## src/rtl/m_mc_ctrl.sv

```systemverilog
// Multi-cycle control unit: FETCH/DECODE/EXEC/MEM/WB sequencer for an RV32 subset,
// with sticky illegal-opcode trap and cycle/retire performance counters.
module m_mc_ctrl #(
  parameter int CNT_W = 32
) (
  input  logic             w_clk,
  input  logic             w_rst,
  input  logic [31:0]      w_ir,
  input  logic             w_imem_ack,
  input  logic             w_dmem_ack,
  input  logic             w_br_taken,
  output logic             w_imem_req,
  output logic             w_ir_we,
  output logic             w_pc_we,
  output logic [1:0]       w_pc_sel,
  output logic             w_rf_we,
  output logic [1:0]       w_wb_sel,
  output logic             w_alusrc_b,
  output logic             w_dmem_req,
  output logic             w_dmem_we,
  output logic             w_trap,
  output logic [2:0]       r_state,
  output logic [CNT_W-1:0] r_cyc_cnt,
  output logic [CNT_W-1:0] r_ret_cnt
);

  typedef enum logic [2:0] {
    S_FETCH  = 3'd0,
    S_DECODE = 3'd1,
    S_EXEC   = 3'd2,
    S_MEM    = 3'd3,
    S_WB     = 3'd4,
    S_TRAP   = 3'd5
  } state_t;

  typedef enum logic [2:0] {
    C_NONE, C_OP, C_OPIMM, C_LOAD, C_STORE, C_BRANCH, C_JAL, C_LUI
  } cls_t;

  state_t state_q;
  cls_t   cls_q;
  cls_t   ir_cls;
  logic   rd_nz_q;
  logic   retire;

  // Only opcode and rd are consumed here; the rest of the IR belongs to the datapath.
  logic unused_ir_bits;
  assign unused_ir_bits = ^w_ir[31:12];

  assign r_state = state_q;

  always_comb begin
    case (w_ir[6:0])
      7'b0110011: ir_cls = C_OP;
      7'b0010011: ir_cls = C_OPIMM;
      7'b0000011: ir_cls = C_LOAD;
      7'b0100011: ir_cls = C_STORE;
      7'b1100011: ir_cls = C_BRANCH;
      7'b1101111: ir_cls = C_JAL;
      7'b0110111: ir_cls = C_LUI;
      default:    ir_cls = C_NONE;
    endcase
  end

  always_comb begin
    // NOTE: every output gets a default first so no path through the case infers a latch.
    w_imem_req = 1'b0;
    w_ir_we    = 1'b0;
    w_pc_we    = 1'b0;
    w_pc_sel   = 2'd0;
    w_rf_we    = 1'b0;
    w_wb_sel   = 2'd0;
    w_alusrc_b = 1'b0;
    w_dmem_req = 1'b0;
    w_dmem_we  = 1'b0;
    w_trap     = 1'b0;
    retire     = 1'b0;
    case (state_q)
      S_FETCH: begin
        w_imem_req = 1'b1;
        w_ir_we    = w_imem_ack;
      end
      S_EXEC: begin
        w_alusrc_b = cls_q inside {C_OPIMM, C_LOAD, C_STORE};
        if (cls_q == C_BRANCH) begin
          w_pc_we  = 1'b1;
          w_pc_sel = w_br_taken ? 2'd1 : 2'd0;
          retire   = 1'b1;
        end else if (cls_q == C_JAL) begin
          w_pc_we  = 1'b1;
          w_pc_sel = 2'd2;
          w_rf_we  = rd_nz_q;
          w_wb_sel = 2'd2;
          retire   = 1'b1;
        end
      end
      S_MEM: begin
        w_dmem_req = 1'b1;
        w_dmem_we  = (cls_q == C_STORE);
        if (cls_q == C_STORE && w_dmem_ack) begin
          w_pc_we = 1'b1;
          retire  = 1'b1;
        end
      end
      S_WB: begin
        w_rf_we  = rd_nz_q;
        w_pc_we  = 1'b1;
        retire   = 1'b1;
        w_wb_sel = (cls_q == C_LOAD) ? 2'd1 : (cls_q == C_LUI) ? 2'd3 : 2'd0;
      end
      S_TRAP:  w_trap = 1'b1;
      default: ;
    endcase
    // Reset masks every enable regardless of the state it is about to leave.
    if (w_rst) begin
      w_imem_req = 1'b0;
      w_ir_we    = 1'b0;
      w_pc_we    = 1'b0;
      w_pc_sel   = 2'd0;
      w_rf_we    = 1'b0;
      w_wb_sel   = 2'd0;
      w_alusrc_b = 1'b0;
      w_dmem_req = 1'b0;
      w_dmem_we  = 1'b0;
      w_trap     = 1'b0;
      retire     = 1'b0;
    end
  end

  // NOTE: non-blocking assignments throughout so every register samples pre-edge values.
  always_ff @(posedge w_clk) begin
    if (w_rst) begin
      state_q   <= S_FETCH;
      cls_q     <= C_NONE;
      rd_nz_q   <= 1'b0;
      r_cyc_cnt <= '0;
      r_ret_cnt <= '0;
    end else begin
      r_cyc_cnt <= r_cyc_cnt + CNT_W'(1);
      if (retire) r_ret_cnt <= r_ret_cnt + CNT_W'(1);
      case (state_q)
        S_FETCH: if (w_imem_ack) state_q <= S_DECODE;
        S_DECODE: begin
          cls_q   <= ir_cls;
          rd_nz_q <= |w_ir[11:7];
          state_q <= (ir_cls == C_NONE) ? S_TRAP : S_EXEC;
        end
        S_EXEC: begin
          case (cls_q)
            C_OP, C_OPIMM, C_LUI: state_q <= S_WB;
            C_LOAD, C_STORE:      state_q <= S_MEM;
            default:              state_q <= S_FETCH;
          endcase
        end
        S_MEM:   if (w_dmem_ack) state_q <= (cls_q == C_STORE) ? S_FETCH : S_WB;
        S_WB:    state_q <= S_FETCH;
        S_TRAP:  state_q <= S_TRAP;
        default: state_q <= S_FETCH;
      endcase
    end
  end

endmodule
```

## config.mk

```make
export PLATFORM = sky130hd
export DESIGN_NAME = m_mc_ctrl
export DESIGN_NICKNAME = d
export VERILOG_FILES = /design/src/rtl/m_mc_ctrl.sv
export SDC_FILE = /design/constraint.sdc
export NUM_CORES = 1
export LEC_CHECK = 0
export BUFFER_PORTS_ARGS = -buffer_cell sky130_fd_sc_hd__buf_2
export CELL_PAD_IN_SITES_DETAIL_PLACEMENT = 0
export CELL_PAD_IN_SITES_GLOBAL_PLACEMENT = 1
export CORE_MARGIN = 4
export CORE_UTILIZATION = 35
export DETAILED_ROUTE_END_ITERATION = 7
export PLACE_DENSITY_LB_ADDON = 0.1
export SETUP_SLACK_MARGIN = 0.02
export SYNTH_ARGS = -nofsm -noshare
export SYNTH_HDL_FRONTEND = slang
export SYNTH_SLANG_ARGS = --single-unit
```

## constraint.sdc

```tcl
create_clock -name w_clk -period 2.4 [get_ports w_clk]
set_clock_uncertainty 0.15 [all_clocks]
set_input_delay 0.12 -clock w_clk [delete_from_list [all_inputs] [get_ports w_clk]]
set_output_delay 0.12 -clock w_clk [all_outputs]
set_load 0.005 [all_outputs]
```

# Word-level counts from Yosys, hierarchy flattened
# Index checks and enable logic that the tools add are counted.
dict set report op_classes {
  add_sub_neg 2
  n_eq_ne 21
  mux 38
  n_reduce_logical 8
}
# cell n
set ops {}
lappend ops {{adder 32 x 1 -> 32 bit, second input constant} 2}
lappend ops {{equality test 7 x 6 -> 1 bit, second input constant} 3}
lappend ops {{one-hot mux 3 bit (7 select lines)} 1}
lappend ops {{2-to-1 mux 1 bit} 20}
lappend ops {{equality test 3 bit, second input constant} 6}
lappend ops {{2-to-1 mux 2 bit} 8}
lappend ops {{one-hot mux 3 bit (5 select lines)} 1}
lappend ops {{equality test 7 bit, second input constant} 2}
lappend ops {{equality test 3 x 2 -> 1 bit, second input constant} 4}
lappend ops {{2-to-1 mux 3 bit} 4}
lappend ops {{equality test 7 x 2 -> 1 bit, second input constant} 1}
lappend ops {{equality test 7 x 5 -> 1 bit, second input constant} 1}
lappend ops {{equality test 3 x 1 -> 1 bit, second input constant} 2}
lappend ops {{logical NOT 3 bit} 2}
lappend ops {{one-hot mux 3 bit (2 select lines)} 1}
lappend ops {{OR reduction 5 bit} 1}
lappend ops {{inequality test 2 bit, second input constant} 2}
lappend ops {{one-hot mux 2 bit (2 select lines)} 1}
lappend ops {{one-hot mux 1 bit (3 select lines)} 1}
lappend ops {{nonzero test 3 bit} 1}
lappend ops {{OR reduction 3 bit} 1}
lappend ops {{one-hot mux 1 bit (2 select lines)} 1}
lappend ops {{AND reduction 2 bit} 1}
lappend ops {{OR reduction 2 bit} 1}
lappend ops {{logical AND 1 bit} 1}
dict set report totals {
  register_bits 71
  input_bits 37
  output_inout_bits 79
  wordCells 74
}

# Longest topological paths before layout
# Gate-level depths: netlist (run 1).
dict set report depth {
  ltp_word 5
  ltp_mapped 8
}

# Worst setup path after synthesis (run 1)
# Ideal clock, no wire load.
dict set report synth_timing {
  path_kind {reg-to-reg}
  start {register cls_q[1]}
  end {register r_ret_cnt[30]}
  arrival_ps 1936
  required_time_ps 2180
  setup_slack_ps 243
  stages_incl_launch_ff 8
  period_less_slack_ps 2157
  cell_sequence {dfxtp_1 > buf_2 > or3b_4 > o31ai_4 > nand4_2 > buf_2 > or3_1 > a21oi_1}
}
dict set report synth_between {
  elab_chain_cells 5
}
# item line_no
set synth_lines {}
lappend synth_lines {{start: declaration} 41} ;# cls_t cls_q;
lappend synth_lines {{start signal: assignment} 144} ;# cls_q <= ir_cls;
lappend synth_lines {{equality test 3 bit, on equally long branches} {89, 100}}
lappend synth_lines {{2-to-1 mux 1 bit / logical AND 1 bit (equally long branches)} {89, 100}}
lappend synth_lines {{2-to-1 mux 1 bit, on equally long branches} {85, 100}}
lappend synth_lines {{one-hot mux 1 bit (3 select lines) *} 78} ;# case (state_q)
lappend synth_lines {{2-to-1 mux 1 bit *} 115} ;# if (w_rst) begin
lappend synth_lines {{end signal: assignment} 140} ;# if (retire) r_ret_cnt <= r_ret_cnt + CNT_W'(1);
lappend synth_lines {{end: declaration} 24} ;# output logic [CNT_W-1:0] r_ret_cnt
# Every way passes the cells marked *; elsewhere a longest branch is shown, timed or not.
# A chain may end at the register's enable or synchronous reset.

# Final worst setup path (run 1)
dict set report layout_timing {
  start {register cls_q[0]}
  end {output w_pc_we}
}
dict set report layout_between {
  elab_chain_cells 5
}
# item line_no
set layout_lines {}
lappend layout_lines {{equality test 3 bit, on equally long branches} {89, 100}}
lappend layout_lines {{2-to-1 mux 1 bit / logical AND 1 bit (equally long branches)} {89, 100}}
lappend layout_lines {{2-to-1 mux 1 bit, on equally long branches} {85, 100}}
lappend layout_lines {{one-hot mux 1 bit (3 select lines) *} 78}
lappend layout_lines {{2-to-1 mux 1 bit *} 115}
lappend layout_lines {{end: declaration} 14} ;# output logic w_pc_we,
# Marks and branches as above.

==> results.yml, run 1 <==
finish:
  finalNetCount: 576
  multi_input_area_mm2: 0.00195
  syn_to_final_growth_pct: 26.7
  drive_gt1_frac: 0.256
  final_cell_area_mm2: 0.00440
  ff_latch_area_mm2: 0.00142
  fillers: 1042
  fin_cells: 675
  diodes: 0
clocking:
  cts_setup_buffers: 0
  clock_latency_ns: 0.34
  cts-root-buf: "clkbuf_8"
  cts_num_sinks: 71
  numCtsBuffers: 9
  clockBufferDepth: 2
  h-tree-depth: 3
  path_clk_slew_ns: 0.07
  cts_tree: "built"
synthesis:
  seq_area_frac_synth: 0.409
  synthTopCellsByCount: "dfxtp_1 (71), nor2_1 (65), xor2_1 (39)"
  syn-cell-area_mm2: 0.00347
  yosys.area_share.adder: 0.0101
  synth_top_family_by_area: "simple AND/OR/NAND/NOR gates"
  netlist-cell-type-count: 45
  synth-simple-area-share: 0.323
  synth_nets: 466
  synth.area.top_cells: "dfxtp_1 (41%), xor2_1 (9.8%), nor2_1 (7.0%)"
  synth_compound_area_frac: 0.110
  synth_most_common_cell: "dfxtp_1"
  avgSynthCellArea_um2: 8.13
  async_reset_ff_frac: 0
  yosysTopAreaCellShare: 0.409
  synth_edf_count: 0
  synthMuxAreaShare: 0
  synthCells: 427
  synth-seq-cells: 71
  synthFlopType: "dfxtp_1"
  yosysTopAreaCell: "dfxtp_1"
  yosysWarnings: 0
  synthXorXnorAreaFrac: 0.113
drt:
  remaining_drc_errors: 0
  drt_wl_total_um: 8730
  drt_first_iter_violations: 141
  drt-pass1-iter-count: 4
  vias_per_cell: 4.90
  vias: 3308
  postRouteAntennaNets: 0
  drt-wirelength-per-cell_um: 12.9
sta:
  hold_viol: 0
  setup_slack_ns: 0.128
  fin_crit_ns: 2.27
  fin_crit_sh: 0.947
  grt_setup_unrepaired: "yes"
  totalNegativeSetupSlack_ns: 0
  hold-worst-slack_ns: 0.0199
  final_max_slew_viol_count: 0
  setup_viol: 0
  slew_headroom: 0.470
  max_slew.worst_pin.slew_ns: 0.795
  timing.fmax_ghz: 0.440
global_routing:
  antenna_found_initial: 0
  grt_max_degree: 77
  grt_pass1_wl_um: 14800
  grt_usage: 0.157
  grt_pass1_vias: 3149
  grt_overflow: 0
setup_path:
  cp.required_ns: 2.13
  max_stage_delay_ns: 0.43
  crit_fanout: 16
  crit_slowest_cell: "or3b_4"
  crit_chain: "or3b_4 > o31ai_4 > buf_4 > nand2_1 > nor2_1 > buf_2"
  worst_setup_path_start_kind: "flip-flop"
  crit_type: "flip-flop to primary output"
  endpoint_kind: "primary output"
  rr_endpoint: "r_ret_cnt[25]$_SDFFE_PP0P_"
  rr_worst_depth: 6
  cp.arrival_ns: 2.00
  r2r_start: "cls_q[0]$_SDFFE_PP0N_"
  reg2reg_slack_ns: 0.18
  critPathLaunch: "cls_q[0]$_SDFFE_PP0N_"
placed_design:
  dp.cells: 656
  post_dp_cell_area_mm2: 0.00418
  dp_hpwl_um: 6270
  gp_congestion: 0.751
  io_buffers: 95
  dp_slack_ns: 0.0762
power:
  power.density_mw_per_mm2: 512
  vdd_drop_max_v: 0.000274
  leakage_nw: 1.83
hold_path:
  hold_path_end: "rd_nz_q$_SDFFE_PP0N_"
  hp-start: "w_ir[11]"
  worstHoldPathType: "input pin to flip-flop"
  holdPathStages: 4
floorplanning:
  core-area_mm2: 0.00973
  die_w_um: 108
  die_h_um: 108
  initial_core_util: 0.357
  row_count: 36
  num_io_pins: 116
  die-area_mm2: 0.0116
flow_run:
  max-cap-violations: 0
run_status:
  status: "completed"
## state kept, by name (all words and copies together) (netlist names)
signal	count
cls_q	3
rd_nz_q	1
r_cyc_cnt	32
r_state	3
r_ret_cnt	32
## power breakdown
group	leakage [nW]	internal [mW]	total, mW	switching (mW)
logic	1.17	0.0800	0.193	0.113
clock network	0.0853	0.402	0.856	0.454
registers	0.573	1.19	1.20	0.0133
## layout make-up
| type | count | area share |
|---|---|---|
| multi-input combinational | 327 | 0.442 |
| clock buffer | 11 | 0.0321 |
| inverter | 10 | 0.00853 |
| tap | 133 | 0.0378 |
| clock inverter | 5 | 0.00767 |
| timing repair buffer | 118 | 0.149 |
| sequential | 71 | 0.323 |
## per-layer routing
metal | vias to the layer above | wire, um | track usage
li1 | 1724 | - | -
met1 | 1506 | 4210 | 0.202
met2 | 69 | 3920 | 0.250
met3 | 9 | 452 | 0.0462
met4 | 0 | 148 | 0.0541
met5 | - | 0 | 0
## layout by cell type, fill, tap and decap left out, types with 2 or more instances in the layout
master and n:
nor2_1 65, nor3_1 3, a211oi_1 2, nand2_1 30, nand2b_1 5, o31ai_1 2
a21oi_1 29, dlygate4sd3_1 3, dfxtp_1 71, clkinv_2 2, nor4_1 4, or2_2 3
buf_4 20, ha_1 2, and2_1 3, nand4_1 20, nand4b_1 3, and3_1 8
xnor2_1 6, clkbuf_8 10, inv_1 10, or3_1 18, nor2b_1 6, clkinvlp_4 2
nor4_2 2, buf_2 95, nand3_1 27, nand3b_1 2, o21ai_0 22, nor3b_1 2
and4_1 7, or4_1 2, xor2_1 39
## critical path: cells and delay by family (launching register included)
family                 cells  cell delay, ns
and+or+nand+nor            3            0.68
buffers and inverters      2            0.42
DFF                        1            0.32
AOI/OAI and AO/OA          1            0.24
## kinds of logic (layout without fill, tap and decap cells)
kind of cell,after synthesis,in the layout
AOI/OAI and AO/OA,65,65
xor gates and xnor gates,45,45
adders and majority gates,3,3
buffers and inverters,29,144
DFF,71,71
and+or+nand+nor,214,214
## worst max path at each step
| stage | to |
|---|---|
| finish | w_pc_we |
| global route | w_pc_we |
| global placement | r_ret_cnt[25]$_SDFFE_PP0P_ |
| floorplan | r_ret_cnt[30]$_SDFFE_PP0P_ |
| detailed placement | r_ret_cnt[21]$_SDFFE_PP0P_ |
| CTS | r_ret_cnt[21]$_SDFFE_PP0P_ |
## timing repair
action                                 in CTS  in global routing
setup endpoints to repair                   0                  9
gates resized for setup                     0                  2
endpoints found under the hold margin       3                  0
hold buffers                                3                  0
## metrics by stage
stage | power [mW] | util
after floorplan | 1.34 | -
after global placement | 1.42 | 0.430
after detailed placement | 1.42 | 0.430
after CTS | 2.29 | 0.451
after global routing | 2.38 | 0.452
final | 2.25 | 0.452
Note: power is estimated with default switching activity, not from simulation.
==> run 2, diff against run 1 <==
--- a/config.mk
+++ b/config.mk
@@ -5,6 +5,7 @@
 export SDC_FILE = /design/constraint.sdc
 export NUM_CORES = 1
 export LEC_CHECK = 0
+export ABC_AREA = 1
 export BUFFER_PORTS_ARGS = -buffer_cell sky130_fd_sc_hd__buf_2
 export CELL_PAD_IN_SITES_DETAIL_PLACEMENT = 0
 export CELL_PAD_IN_SITES_GLOBAL_PLACEMENT = 1
==> run 2 against run 1 <==
Setup slack improved by 0.10 ns. Cell count rose by 40%. Via count rose by 39%. Synthesized area rose by 22%. Sequential share of layout area fell by 5.0 points. Design area rose by 18%. Critical path type unchanged.
==> results.yml, run 2 <==
synthesis:
  netlist-cell-type-count: 32
  synthCells: 697
  synth_nets: 736
  yosysTopAreaCell: "dfxtp_1"
  synth_most_common_cell: "nand2_1"
  avgSynthCellArea_um2: 6.05
  synth-seq-cells: 71
  seq_area_frac_synth: 0.337
  syn-cell-area_mm2: 0.00422
  synthFlopType: "dfxtp_1"
  async_reset_ff_frac: 0
  yosysWarnings: 0
  synthTopCellsByCount: "nand2_1 (259), nor2_1 (119), dfxtp_1 (71)"
  synth_edf_count: 0
  yosysTopAreaCellShare: 0.337
  synth.area.top_cells: "dfxtp_1 (34%), nand2_1 (23%), nor2_1 (11%)"
hold_path:
  hp-start: "w_ir[6]"
  worstHoldPathType: "input pin to flip-flop"
finish:
  layout_commonest_cell: "nand2_1"
  finalNetCount: 835
  largestRegisters: "r_cyc_cnt x32, r_ret_cnt x32"
  final_cell_mix: "nand2_1 (259), nor2_1 (119), buf_2 (95)"
  final_cell_area_mm2: 0.00521
  multi_input_area_mm2: 0.00252
  diodes: 0
  ff_latch_area_mm2: 0.00142
  final_util: 0.448
  fillers: 1281
  drive_gt1_frac: 0.170
  syn_to_final_growth_pct: 23.4
floorplanning:
  core-area_mm2: 0.0116
  num_io_pins: 116
  die-area_mm2: 0.0139
  die_w_um: 118
  initial_core_util: 0.363
  row_count: 39
  die_h_um: 118
clocking:
  cts_setup_buffers: 0
  numCtsBuffers: 9
  h-tree-depth: 3
  cts_num_sinks: 71
  cts_tree: "built"
  path_clk_slew_ns: 0.06
  clockBufferDepth: 2
  clock_latency_ns: 0.34
  cts-root-buf: "clkbuf_16"
flow_run:
  max-cap-violations: 0
setup_path:
  reg2reg_slack_ns: 0.32
  cp.arrival_ns: 1.90
  worst_setup_path_start_kind: "flip-flop"
  r2r_start: "r_state[0]$_SDFFE_PP0P_"
  crit_fanout: 26
  cp-endpoint: "w_pc_we"
  critPathLaunch: "cls_q[0]$_SDFFE_PP0N_"
  rr_worst_depth: 6
  endpoint_kind: "primary output"
  rr_endpoint: "rd_nz_q$_SDFFE_PP0N_"
  cp.required_ns: 2.13
  crit_type: "flip-flop to primary output"
drt:
  drt-wirelength-per-cell_um: 13.8
  postRouteAntennaNets: 0
  drt-pass1-iter-count: 6
  vias: 4607
  vias_per_cell: 4.88
  drt_first_iter_violations: 299
  drt_wl_total_um: 13100
  remaining_drc_errors: 0
run_status:
  status: "completed"
sta:
  hold_viol: 0
  setup_viol: 0
  timing.fmax_ghz: 0.460
  final_max_slew_viol_count: 0
  slew_headroom: 0.497
  setup_slack_ns: 0.228
  totalNegativeSetupSlack_ns: 0
  grt_setup_unrepaired: "no"
  fin_crit_sh: 0.905
  max_slew.worst_pin.slew_ns: 0.755
  fin_crit_ns: 2.17
global_routing:
  grt_max_degree: 69
  grt_usage: 0.189
  grt_pass1_wl_um: 21400
  grt_pass1_vias: 4323
  antenna_found_initial: 0
  grt_overflow: 0
power:
  leakage_nw: 2.06
  power.density_mw_per_mm2: 572
  vdd_drop_max_v: 0.000394
placed_design:
  dp_slack_ns: 0.440
  io_buffers: 95
  gp_congestion: 0.855
  dp_hpwl_um: 9880
  post_dp_cell_area_mm2: 0.00482
## run 2: cell count changes after synthesis, sizes merged, moves of 19 or more
cell   before  now
a21oi      29   63
inv        10   52
nand2      30  262
nand4      21    2
nor2       65  124
nor3        3   23
xor2       39   12
## run 2: worst min-delay path by stage
stage | cells after the start | end | slack [ns]
2_1_floorplan | 2 | rd_nz_q$_SDFFE_PP0N_ | 0.16
3_3_place_gp | 3 | rd_nz_q$_SDFFE_PP0N_ | 0.24
3_5_place_dp | 3 | rd_nz_q$_SDFFE_PP0N_ | 0.26
4_1_cts | 5 | r_state[2]$_SDFFE_PP0P_ | 0.01
5_1_grt | 4 | cls_q[0]$_SDFFE_PP0N_ | 0.06
6_report | 4 | cls_q[0]$_SDFFE_PP0N_ | 0.02
## run 2: layout make-up
cell class | instances | share of cell area
flip-flops and latches | 71 | 0.273
multi-input cells | 560 | 0.484
inverters | 52 | 0.0384
clock buffers | 10 | 0.0459
repair buffers | 102 | 0.103
clock inverters | 6 | 0.0207
well taps | 143 | 0.0344
## run 2: metrics by stage
stage / power [mW] / hold WS, ns / cells
floorplan: 1.36 / 0.155 / 697
global placement: 1.42 / 0.245 / 924
detailed placement: 1.42 / 0.260 / 924
CTS: 3.03 / 0.0145 / 944
global route: 3.09 / 0.0577 / 944
finish: 2.98 / 0.0199 / 944
## run 2: power by group
part	leakage, nW	internal, mW	switching [mW]
clock	0.168	1.04	0.539
combinational	1.32	0.0638	0.115
sequential	0.573	1.20	0.0219
total	2.06	2.30	0.675
## run 2: cell families (layout without fill, tap and decap cells)
kind of cell	after synthesis	after routing	share of synthesized area
adders and majority gates	2	2	0.00593
xor gates and xnor gates	16	16	0.0332
buffers and inverters	66	170	0.0655
and+or+nand+nor	460	460	0.459
AOI/OAI and AO/OA	82	82	0.0996
DFF	71	71	0.337
## run 2: routing by layer
layer / vias up / share of wire / GRT usage / wire length [um]
li1: 2406 / - / - / -
met1: 2063 / 0.50 / 0.261 / 6560
met2: 125 / 0.42 / 0.290 / 5540
met3: 13 / 0.057 / 0.0428 / 749
met4: 0 / 0.015 / 0.0667 / 199
met5: - / 0 / 0 / 0
## run 2: repair_timing
| item | CTS | global route |
|---|---|---|
| gates resized for setup | 0 | 1 |
| setup endpoints to repair | 0 | 1 |
| hold endpoints to repair | 2 | 0 |
| hold buffers | 4 | 0 |
## run 2: critical path, cell delays in order (launching register included)
cell and delay [ns]:
dfxtp_1 0.35, nor2_2 0.13, nand2_1 0.12, inv_2 0.08, nand3_1 0.08, nand3_2 0.22
nand2_4 0.17, inv_6 0.24, buf_2 0.16
==> run 3, diff against run 2 <==
--- a/config.mk
+++ b/config.mk
@@ -7,12 +7,13 @@
 export LEC_CHECK = 0
 export ABC_AREA = 1
 export BUFFER_PORTS_ARGS = -buffer_cell sky130_fd_sc_hd__buf_2
+export CAP_MARGIN = 10
 export CELL_PAD_IN_SITES_DETAIL_PLACEMENT = 0
 export CELL_PAD_IN_SITES_GLOBAL_PLACEMENT = 1
 export CORE_MARGIN = 4
 export CORE_UTILIZATION = 35
 export DETAILED_ROUTE_END_ITERATION = 7
-export PLACE_DENSITY_LB_ADDON = 0.1
+export PLACE_DENSITY = 0.86
 export SETUP_SLACK_MARGIN = 0.02
 export SYNTH_ARGS = -nofsm -noshare
 export SYNTH_HDL_FRONTEND = slang
==> run 3 against run 2 <==
Utilization is 0.42 points lower. Sequential power hardly changed. Register-to-register slack hardly changed. Combinational power hardly changed. Highest routed layer unchanged.
==> results.yml, run 3 (synthesized netlist as in run 2, its figures left out) <==
global_routing:
  grt_max_degree: 69
  grt_overflow: 0
  antenna_found_initial: 0
  grt_pass1_wl_um: 20800
  grt_pass1_vias: 4276
  grt_usage: 0.180
clocking:
  clockBufferDepth: 2
  numCtsBuffers: 9
  cts_tree: "built"
  h-tree-depth: 3
  cts-root-buf: "clkbuf_16"
  clock_latency_ns: 0.34
  cts.repair.resized: 0
  cts_num_sinks: 71
  path_clk_slew_ns: 0.05
finish:
  final_cell_mix: "nand2_1 (259), nor2_1 (119), buf_2 (95)"
  fillers: 1276
  final_cell_area_mm2: 0.00516
  largestRegisters: "r_cyc_cnt x32, r_ret_cnt x32"
  finalNetCount: 835
  syn_to_final_growth_pct: 22.2
  drive_gt1_frac: 0.169
  final_util: 0.444
  diodes: 0
  layout_commonest_cell: "nand2_1"
floorplanning:
  row_count: 39
  die-area_mm2: 0.0139
  num_io_pins: 116
  die_h_um: 118
  die_w_um: 118
  core-area_mm2: 0.0116
  initial_core_util: 0.363
sta:
  final_max_slew_viol_count: 0
  grt_setup_unrepaired: "no"
  fin_crit_sh: 0.894
  totalNegativeSetupSlack_ns: 0
  slew_headroom: 0.496
  fin_crit_ns: 2.15
  setup_viol: 0
  hold_viol: 0
  timing.fmax_ghz: 0.466
  max_slew.worst_pin.slew_ns: 0.757
drt:
  drt-wirelength-per-cell_um: 13.0
  vias_per_cell: 4.92
  drt-pass1-iter-count: 5
  drt_first_iter_violations: 319
  remaining_drc_errors: 0
  postRouteAntennaNets: 0
  drt_wl_total_um: 12200
  vias: 4644
placed_design:
  io_buffers: 95
  post_dp_cell_area_mm2: 0.00482
  gp_congestion: 0.858
  dp_hpwl_um: 9130
hold_path:
  worstHoldPathType: "input pin to flip-flop"
  holdPathStages: 5
setup_path:
  cp.required_ns: 2.13
  crit_fanout: 26
  worst_setup_path_start_kind: "flip-flop"
  crit_type: "flip-flop to primary output"
  cp.arrival_ns: 1.88
  endpoint_kind: "primary output"
  rr_worst_depth: 6
power:
  leakage_nw: 2.03
  power.density_mw_per_mm2: 538
  vdd_drop_max_v: 0.000397
flow_run:
  max-cap-violations: 0
run_status:
  status: "completed"
[run 3: cell types whose count changed in the layout (fill, tap and decap cells not counted)]
cell,change
clkinv_2,-1
clkinvlp_4,+2
clkbuf_1,+1
inv_6,-1
bufinv_16,-2
inv_4,+1
[run 3: routing by layer]
metal / part of all wire / global-route usage / vias to the layer above
li1: - / - / 2408
met1: 0.48 / 0.245 / 2092
met2: 0.44 / 0.280 / 129
met3: 0.057 / 0.0384 / 15
met4: 0.017 / 0.0696 / 0
met5: 0 / 0 / -
[run 3: stage by stage]
stage	hold slack [ns]	worst slack, ns	power (mW)	cells
2_1_floorplan	0.155	0.707	1.36	697
3_3_place_gp	0.242	0.443	1.41	924
3_5_place_dp	0.254	0.434	1.42	924
4_1_cts	0.00778	0.221	2.81	944
5_1_grt	0.0474	0.0916	2.87	944
6_report	0.0159	0.253	2.78	944
[run 3: worst max-delay path, stage by stage, from the launching register on]
cell,delay [ns]
dfxtp_1,0.38
inv_2,0.09
nand3_1,0.12
nor2_1,0.16
nand2_1,0.08
nand3_2,0.20
nand2_4,0.08
inv_4,0.24
buf_2,0.18
[run 3: report_power, final]
group / internal [mW] / total, mW / switching (mW)
Combinational: 0.0639 / 0.178 / 0.114
Sequential: 1.20 / 1.22 / 0.0234
Clock: 0.832 / 1.38 / 0.545
Total: 2.09 / 2.78 / 0.682
[run 3: cell type report]
cell class	instances	area [um^2]	share of cell area
multi-input cells	560	2520	0.489
clock inverters	5	57.6	0.0112
flip-flops and latches	71	1420	0.276
well taps	143	179	0.0347
inverters	52	198	0.0383
repair buffers	102	538	0.104
clock buffers	11	243	0.0471
[run 3: final timing paths]
| check | startpoint | slack, ns | to |
|---|---|---|---|
| hold / removal | w_imem_ack | 0.02 | r_state[2]$_SDFFE_PP0P_ |
| setup reg to reg | r_state[0]$_SDFFE_PP0P_ | 0.32 | rd_nz_q$_SDFFE_PP0N_ |
| hold reg to reg | r_cyc_cnt[31]$_SDFF_PP0_ | 0.32 | r_cyc_cnt[31]$_SDFF_PP0_ |
| setup / recovery | r_state[2]$_SDFFE_PP0P_ | 0.25 | w_pc_we |
[run 3: timing repair]
item / in CTS / in global routing
endpoints found under the hold margin: 2 / 0
hold buffers: 4 / 0
buffers inserted: 0 / 0
